$ cat src/rtl/osc_pkg.sv
// Shared definitions for the ADC capture path: sample width, sync byte and capture states.
// The HDR state exists only when CAPTURE_HEADER_EN is defined.
package osc_pkg;

  localparam int ADC_W = 8;
  localparam logic [ADC_W-1:0] SYNC_BYTE = 8'hA5;

`ifdef CAPTURE_HEADER_EN
  typedef enum logic [2:0] {
    ST_IDLE,
    ST_FILL,
    ST_WAIT_TRIG,
    ST_POST,
    ST_HDR,
    ST_DUMP
  } cap_state_t;
`else
  typedef enum logic [2:0] {
    ST_IDLE,
    ST_FILL,
    ST_WAIT_TRIG,
    ST_POST,
    ST_DUMP
  } cap_state_t;
`endif

  // Rising-level crossing; a sample equal to the level counts as reached.
  function automatic logic crossed(input logic [ADC_W-1:0] prev,
                                   input logic [ADC_W-1:0] cur,
                                   input logic [ADC_W-1:0] level);
    return (prev < level) && (cur >= level);
  endfunction

endpackage

$ cat src/rtl/capture_ram.sv
// Simple dual-port sample RAM: one write port, one registered read port, single clock.
// No reset on the array so it maps onto block RAM.
module capture_ram
  import osc_pkg::*;
#(
  parameter int DEPTH = 256,
  localparam int ADDR_W = $clog2(DEPTH)
) (
  input  logic              clk,
  input  logic              wr_en,
  input  logic [ADDR_W-1:0] wr_addr,
  input  logic [ADC_W-1:0]  wr_data,
  input  logic              rd_en,
  input  logic [ADDR_W-1:0] rd_addr,
  output logic [ADC_W-1:0]  rd_data
);

  logic [ADC_W-1:0] mem [DEPTH];

  always_ff @(posedge clk) begin
    if (wr_en) mem[wr_addr] <= wr_data;
    if (rd_en) rd_data <= mem[rd_addr];
  end

endmodule

$ cat src/rtl/adc_capture_buffer.sv
// Decimating ADC trigger/capture buffer that streams the frozen window oldest-first over valid/ready.
// Optional CAPTURE_HEADER_EN prefixes the dump with SYNC_BYTE and PRE_TRIG[7:0].
module adc_capture_buffer
  import osc_pkg::*;
#(
  parameter int DEPTH      = 256,
  parameter int PRE_TRIG   = 64,
  parameter int SAMPLE_DIV = 16
) (
  input  logic             clk,
  input  logic             rst_n,
  input  logic [ADC_W-1:0] adcIn,
  input  logic [ADC_W-1:0] trig_level,
  input  logic             arm,
  output logic [ADC_W-1:0] tx_data,
  output logic             tx_valid,
  input  logic             tx_ready,
  output logic             busy,
  output logic             triggered
);

  localparam int ADDR_W = $clog2(DEPTH);
  localparam int CNT_W  = ADDR_W + 1;
  localparam int DIV_W  = $clog2(SAMPLE_DIV);
  localparam int POST_N = DEPTH - PRE_TRIG;

  localparam logic [DIV_W-1:0]  DIV_LAST   = DIV_W'(SAMPLE_DIV - 1);
  localparam logic [CNT_W-1:0]  PRE_CNT    = CNT_W'(PRE_TRIG);
  localparam logic [CNT_W-1:0]  POST_CNT   = CNT_W'(POST_N);
  localparam logic [CNT_W-1:0]  DEPTH_CNT  = CNT_W'(DEPTH);
  localparam logic [CNT_W-1:0]  LAST_CNT   = CNT_W'(DEPTH - 1);
  localparam logic [ADDR_W-1:0] PRE_ADDR   = ADDR_W'(PRE_TRIG);

`ifdef CAPTURE_HEADER_EN
  localparam cap_state_t        ST_OUT   = ST_HDR;
  localparam logic [ADC_W-1:0]  PRE_BYTE = ADC_W'(PRE_TRIG);
`else
  localparam cap_state_t        ST_OUT   = ST_DUMP;
`endif

  logic [1:0]        rst_sync;
  logic              rst_int_n;
  logic [DIV_W-1:0]  div_cnt;
  logic              tick;

  logic [ADC_W-1:0]  sample_p0;
  logic              vld_p0;
  logic [ADC_W-1:0]  prev_p1;
  logic              prev_vld;

  cap_state_t        state;
  logic [ADDR_W-1:0] wr_ptr;
  logic [ADDR_W-1:0] rd_ptr;
  logic [ADDR_W-1:0] trig_addr;
  logic [ADDR_W-1:0] win_start;
  logic [CNT_W-1:0]  fill_cnt;
  logic [CNT_W-1:0]  post_cnt;
  logic [CNT_W-1:0]  rd_cnt;
  logic [CNT_W-1:0]  tx_cnt;
  logic              rd_pend;
`ifdef CAPTURE_HEADER_EN
  logic              hdr_cnt;
`endif

  logic              ram_we;
  logic              rd_en;
  logic [ADC_W-1:0]  rd_data;
  logic              hs;
  logic              trig_hit;
  logic              dump_go;

  // Reset asserts asynchronously and releases on a clock edge.
  always_ff @(posedge clk or negedge rst_n) begin
    if (!rst_n) rst_sync <= 2'b00;
    else        rst_sync <= {rst_sync[0], 1'b1};
  end
  assign rst_int_n = rst_sync[1];

  assign tick = (div_cnt == DIV_LAST);

  always_ff @(posedge clk or negedge rst_int_n) begin
    if (!rst_int_n) div_cnt <= '0;
    else            div_cnt <= tick ? '0 : div_cnt + DIV_W'(1);
  end

  // ---- stage p0: sample register, loaded once per tick ----
  always_ff @(posedge clk) begin
    if (tick) sample_p0 <= adcIn;
  end

  always_ff @(posedge clk or negedge rst_int_n) begin
    if (!rst_int_n) vld_p0 <= 1'b0;
    else            vld_p0 <= tick;
  end

  // ---- stage p1: previous sample for edge detection ----
  always_ff @(posedge clk) begin
    if (vld_p0) prev_p1 <= sample_p0;
  end

  assign ram_we   = vld_p0 && (state inside {ST_FILL, ST_WAIT_TRIG, ST_POST});
  assign hs       = tx_valid && tx_ready;
  assign rd_en    = (state == ST_DUMP) && (rd_cnt != DEPTH_CNT) &&
                    ((!tx_valid && !rd_pend) || hs);
  assign trig_hit = vld_p0 && (state == ST_WAIT_TRIG) && prev_vld &&
                    crossed(prev_p1, sample_p0, trig_level);
  assign dump_go  = ((state == ST_WAIT_TRIG) && trig_hit && (POST_N == 1)) ||
                    ((state == ST_POST) && vld_p0 && (post_cnt + CNT_W'(1) == POST_CNT));
  // The window begins PRE_TRIG slots before the trigger sample, wrapping in the ring.
  assign win_start = ((state == ST_POST) ? trig_addr : wr_ptr) - PRE_ADDR;
  assign busy      = (state != ST_IDLE);

  capture_ram #(.DEPTH(DEPTH)) u_ram (
    .clk     (clk),
    .wr_en   (ram_we),
    .wr_addr (wr_ptr),
    .wr_data (sample_p0),
    .rd_en   (rd_en),
    .rd_addr (rd_ptr),
    .rd_data (rd_data)
  );

  always_ff @(posedge clk or negedge rst_int_n) begin
    if (!rst_int_n) begin
      state     <= ST_IDLE;
      wr_ptr    <= '0;
      rd_ptr    <= '0;
      trig_addr <= '0;
      fill_cnt  <= '0;
      post_cnt  <= '0;
      rd_cnt    <= '0;
      tx_cnt    <= '0;
      rd_pend   <= 1'b0;
      prev_vld  <= 1'b0;
      tx_valid  <= 1'b0;
      tx_data   <= '0;
      triggered <= 1'b0;
`ifdef CAPTURE_HEADER_EN
      hdr_cnt   <= 1'b0;
`endif
    end else begin
      rd_pend <= rd_en;
      if (rd_en) begin
        rd_ptr <= rd_ptr + ADDR_W'(1);
        rd_cnt <= rd_cnt + CNT_W'(1);
      end

      // RAM data lands one cycle after the read; hold it until accepted.
      if (rd_pend) begin
        tx_data  <= rd_data;
        tx_valid <= 1'b1;
      end else if (hs) begin
        tx_valid <= 1'b0;
      end

      if (state == ST_IDLE) prev_vld <= 1'b0;
      else if (vld_p0)      prev_vld <= 1'b1;

      if (ram_we) wr_ptr <= wr_ptr + ADDR_W'(1);

      case (state)
        ST_IDLE: begin
          if (arm) begin
            state    <= (PRE_TRIG == 0) ? ST_WAIT_TRIG : ST_FILL;
            wr_ptr   <= '0;
            fill_cnt <= '0;
          end
        end
        ST_FILL: begin
          if (vld_p0) begin
            fill_cnt <= fill_cnt + CNT_W'(1);
            if (fill_cnt + CNT_W'(1) == PRE_CNT) state <= ST_WAIT_TRIG;
          end
        end
        ST_WAIT_TRIG: begin
          if (trig_hit) begin
            trig_addr <= wr_ptr;
            triggered <= 1'b1;
            post_cnt  <= CNT_W'(1);
            state     <= ST_POST;
          end
        end
        ST_POST: begin
          if (vld_p0) post_cnt <= post_cnt + CNT_W'(1);
        end
`ifdef CAPTURE_HEADER_EN
        ST_HDR: begin
          if (hs) begin
            hdr_cnt <= 1'b1;
            if (hdr_cnt) state <= ST_DUMP;
          end else if (!tx_valid) begin
            tx_data  <= hdr_cnt ? PRE_BYTE : SYNC_BYTE;
            tx_valid <= 1'b1;
          end
        end
`endif
        ST_DUMP: begin
          if (hs) begin
            tx_cnt <= tx_cnt + CNT_W'(1);
            if (tx_cnt == LAST_CNT) begin
              state     <= ST_IDLE;
              triggered <= 1'b0;
            end
          end
        end
        default: state <= ST_IDLE;
      endcase

      if (dump_go) begin
        state  <= ST_OUT;
        rd_ptr <= win_start;
        rd_cnt <= '0;
        tx_cnt <= '0;
`ifdef CAPTURE_HEADER_EN
        hdr_cnt <= 1'b0;
`endif
      end
    end
  end

endmodule

$ cat config.mk
export PLATFORM = sky130hd
export DESIGN_NAME = adc_capture_buffer
export DESIGN_NICKNAME = d
export VERILOG_FILES = /design/src/rtl/osc_pkg.sv /design/src/rtl/capture_ram.sv /design/src/rtl/adc_capture_buffer.sv
export SDC_FILE = /design/constraint.sdc
export NUM_CORES = 2
export LEC_CHECK = 0
export CORE_UTILIZATION = 25
export CTS_BUF_LIST = sky130_fd_sc_hd__clkbuf_16
export DETAILED_ROUTE_END_ITERATION = 7
export PLACE_DENSITY = 0.45
export RECOVER_POWER = 25
export SYNTH_ARGS = -nofsm -noshare
export SYNTH_HDL_FRONTEND = slang
export SYNTH_SLANG_ARGS = --single-unit
$ cat constraint.sdc
create_clock -name clk -period 2.8 [get_ports clk]
set_input_delay 0.84 -clock clk [delete_from_list [all_inputs] [get_ports clk]]
set_output_delay 0.84 -clock clk [all_outputs]
set_load 0.02 [all_outputs]
==> metrics.yaml <==
layout:
  mostFrequentLayoutCell: "edfxtp_1"
  final_design_area_no_fill_um2: 105000
  area.growth.synth_to_final_pct: 22.9
  ff_latch_area_um2: 64300
  area_of_the_multi_input_gates_um2: 20500
  finalNetCount: 5018
  final_cells: 9670
  commonest_cells_after_routing_fill_and_taps_aside: "edfxtp_1 (2072), buf_4 (535), mux4_2 (383)"
  final_layout_size_suffix_gt1_frac: 0.329
  utilization: 0.310
  count_of_fill_cells_added_during_filler_insertion: 32800
grt:
  grt_antenna_before_repair: 10
  total_track_usage: 0.156
  gr-total-overflow: 0
  grt_pass1_wl_um: 376000
  grt_start_max_net_pins: 184
  via_count_of_the_first_global_routing_pass: 45600
logic_synthesis:
  post_synth.cell_area_avg_um2: 20.0
  ys_seq_area_frac: 0.755
  yosys_register_bits: 2154
  synth.cell_area_um2: 85200
  synthDistinctLibCells: 75
  synth-edff-count: 2072
  synth_instances: 4267
  synth_top_flop_cell: "edfxtp_1"
  yosysWarnings: 0
  async_reset_ff_frac: 0.0381
  synthesis.nets: 4315
sta:
  final_period_minus_worst_setup_slack_ps: 3190
  achievable-frequency_ghz: 0.314
  finalSetupViolations: 290
  grt_setup_unrepaired: "yes"
  finalClockSkew_ps: 74.9
  fin_tns_setup_ps: -31610
  timing.final.max_slew_violations: 707
  final.period_utilization: 1.14
  hold_violations: 0
  worst_slew_pin_slew_ps: 2350
  timing.slew.headroom: -0.567
  worst_slack_ps: -389
drt:
  drc: 0
  dr_total_vias: 45500
  drt_iter0_markers: 4337
  post_drt_wl_per_cell_um: 28.1
  wirelength_um: 272000
  postRouteAntennaNets: 0
  length_of_the_first_detailed_routing_pass_in_iterations: 7
  viasPerCell: 4.70
cts:
  cts.path.max_buffers: 4
  cts.reportedPaths.clkPinSlew_ps: 60
  clock-sinks: 2154
  numCtsBuffers: 236
  clock_tree.root_cell: "clkbuf_16"
  cts_htree_levels: 4
  clock_tree_from_tritoncts: "built"
  cts-hold-fix-buffers: 0
  clkLatencyLatePin_ps: 910
floorplanning:
  initial_core_util: 0.252
  placement_rows: 213
  vert_die_dim_um: 586
  area_of_the_die_um2: 343000
  design.core.area_um2: 338000
  die_width_um: 586
  boundaryPins: 31
worst_setup_path:
  crit_chain: "buf_12 > buf_16 > buf_12 > clkbuf_16 > buf_6 > mux4_2 > mux4_2 > a2111oi_4 > buf_4 > a221oi_2"
  critPathMaxFanout: 8
  cell_count_of_the_worst_reg_to_reg_path: 10
  worst_r2r_dst: "u_ram.rd_data[1]$_DFFE_PP_"
  critical_path.n_buffers_inverters: 6
  timing.critical_path.max_delay_family: "multiplexers"
  rr_startpoint: "rd_ptr[0]$_DFFE_PN0P_"
  critPathCaptureType: "flop"
  critPathLaunchType: "flop"
  timing.critical_path.required_ps: 3430
  max_stage_delay_on_crit_path_ps: 640
  rrSetupSlack_ps: -390
  worst_ep_arrival_time_ps: 3820
  crit_slowest_cell: "mux4_2"
  critical_path_class: "flop to flop"
place:
  numPlacedInstances: 9181
  placed_area_um2: 95400
  count_of_input_and_output_buffers: 30
  detailedPlace.worstSlack_ps: -1030
  dp_hpwl_um: 177000
  gp_routability_congestion: 0.818
power:
  power_per_cell_area_nw_per_um2: 640
  peak_ir_drop_on_the_vdd_network_uv: 535
  leakagePower_nw: 34.3
flow_run:
  maxCapViolations: 4
outcome:
  violations: "capacitance limit, slew limit, setup timing"
  outcome: "complete, but fails checks"
min_path:
  hp-class: "primary input to asynchronous set/reset pin"
[worst register-to-register path, stage by stage (launching register included)]
cell	delay, ps
dfrtp_4	500
buf_12	160
buf_16	170
buf_12	180
clkbuf_16	160
buf_6	110
mux4_2	420
mux4_2	640
a2111oi_4	350
buf_4	160
a221oi_2	50
[what timing repair did]
action,CTS,global route
resized for setup,245,185
pin swaps,20,35
setup endpoints to repair,787,768
cloned,3,2
setup buffers,22,45
[per-stage QoR]
step                power (mW)  hold slack (ps)
floorplan                 37.0              331
global placement          37.9              343
detailed placement        37.9              344
CTS                       67.5             38.6
global route              68.8              135
finish                    67.0              172
[cells in the mapped netlist, types with 10 or more instances]
cell type  number  area share
nor2b_1        19      0.0014
edfxtp_1     2072        0.73
nand4_1        18      0.0013
and3_1         14      0.0010
mux4_2        365       0.097
mux2_2         15      0.0020
buf_12         14      0.0033
a211oi_1       37      0.0033
xor2_1         23      0.0024
a221oi_1       36      0.0037
inv_1          26      0.0011
mux4_1         69       0.021
ha_1           28      0.0041
dfrtp_1        82       0.024
a31oi_1        17      0.0012
a22oi_1        66      0.0058
buf_4          31      0.0027
a22o_1         21      0.0022
mux2i_1       220       0.026
o21ai_0        51      0.0030
nand2_1       151      0.0067
nor2_1        344       0.015
nand3_1        38      0.0022
nor3_1         18      0.0011
o22ai_1        36      0.0026
clkbuf_1       98      0.0043
xnor2_1        10      0.0010
buf_6          28      0.0037
o221ai_1       23      0.0024
buf_2          60      0.0035
nand2b_1       18      0.0013
buf_8          10      0.0018
a21oi_1        79      0.0046
[power breakdown]
part           internal [mW]  switching (mW)  leakage, nW  total, mW
sequential              35.4          0.0780         19.7       35.5
combinational          0.478            1.36         10.9       1.84
clock                   16.7            12.9         3.74       29.6
total                   52.6            14.3         34.3       67.0
[per-layer routing]
| metal | up-vias | routed length (um) | global-route usage |
|---|---|---|---|
| li1 | 19000 | - | - |
| met1 | 24700 | 122000 | 0.220 |
| met2 | 1378 | 127000 | 0.248 |
| met3 | 342 | 15900 | 0.0283 |
| met4 | 4 | 7330 | 0.0380 |
| met5 | - | 21 | 0 |
[worst max path at each step]
stage	startpoint	to	slack, ps	cells past startpoint
after floorplan	sample_p0[0]$_DFFE_PP_	post_cnt[8]$_DFFE_PN0P_	-2430	11
after global placement	rd_ptr[0]$_DFFE_PN0P_	u_ram.rd_data[2]$_DFFE_PP_	-1030	12
after detailed placement	rd_ptr[0]$_DFFE_PN0P_	u_ram.rd_data[2]$_DFFE_PP_	-1030	12
after CTS	rd_ptr[0]$_DFFE_PN0P_	u_ram.rd_data[7]$_DFFE_PP_	-430	12
after global routing	rd_ptr[0]$_DFFE_PN0P_	u_ram.rd_data[7]$_DFFE_PP_	-430	12
final	rd_ptr[0]$_DFFE_PN0P_	u_ram.rd_data[1]$_DFFE_PP_	-390	10
[flip-flops by register name (all words and copies together), names as in the netlist]
| signal | flops |
|---|---|
| vld_p0 | 1 |
| div_cnt | 4 |
| rd_ptr | 8 |
| prev_vld | 1 |
| fill_cnt | 9 |
| tx_cnt | 9 |
| wr_ptr | 8 |
| rd_cnt | 9 |
| triggered | 1 |
| rd_pend | 1 |
| trig_addr | 8 |
| tx_valid | 1 |
| tx_data | 8 |
| rst_sync | 2 |
| state | 3 |
| post_cnt | 9 |
| u_ram.rd_data | 8 |
| sample_p0 | 8 |
| prev_p1 | 8 |
| u_ram.mem | 2048 |
[area by class of cell]
cell class	count	area share
antenna	3	0.0000717
clock buffer	237	0.0566
clock inverter	183	0.0124
inverter	26	0.000956
multi-input combinational	1836	0.196
sequential	2154	0.614
tap	4515	0.0539
timing repair buffer	716	0.0665
[cell families (layout without fill, tap and decap cells)]
group | count (synthesis) | after routing | share of synthesized area
flops | 2154 | 2154 | 0.755
compound gates | 455 | 455 | 0.0384
xor+xnor | 33 | 33 | 0.00339
simple gates | 650 | 650 | 0.0329
other cells | 1 | 4 | 0.0000440
fa+ha+maj | 28 | 28 | 0.00411
mux | 669 | 669 | 0.146
buf+inv | 277 | 1162 | 0.0210
No activity file was read; power rests on OpenSTA's default activity.
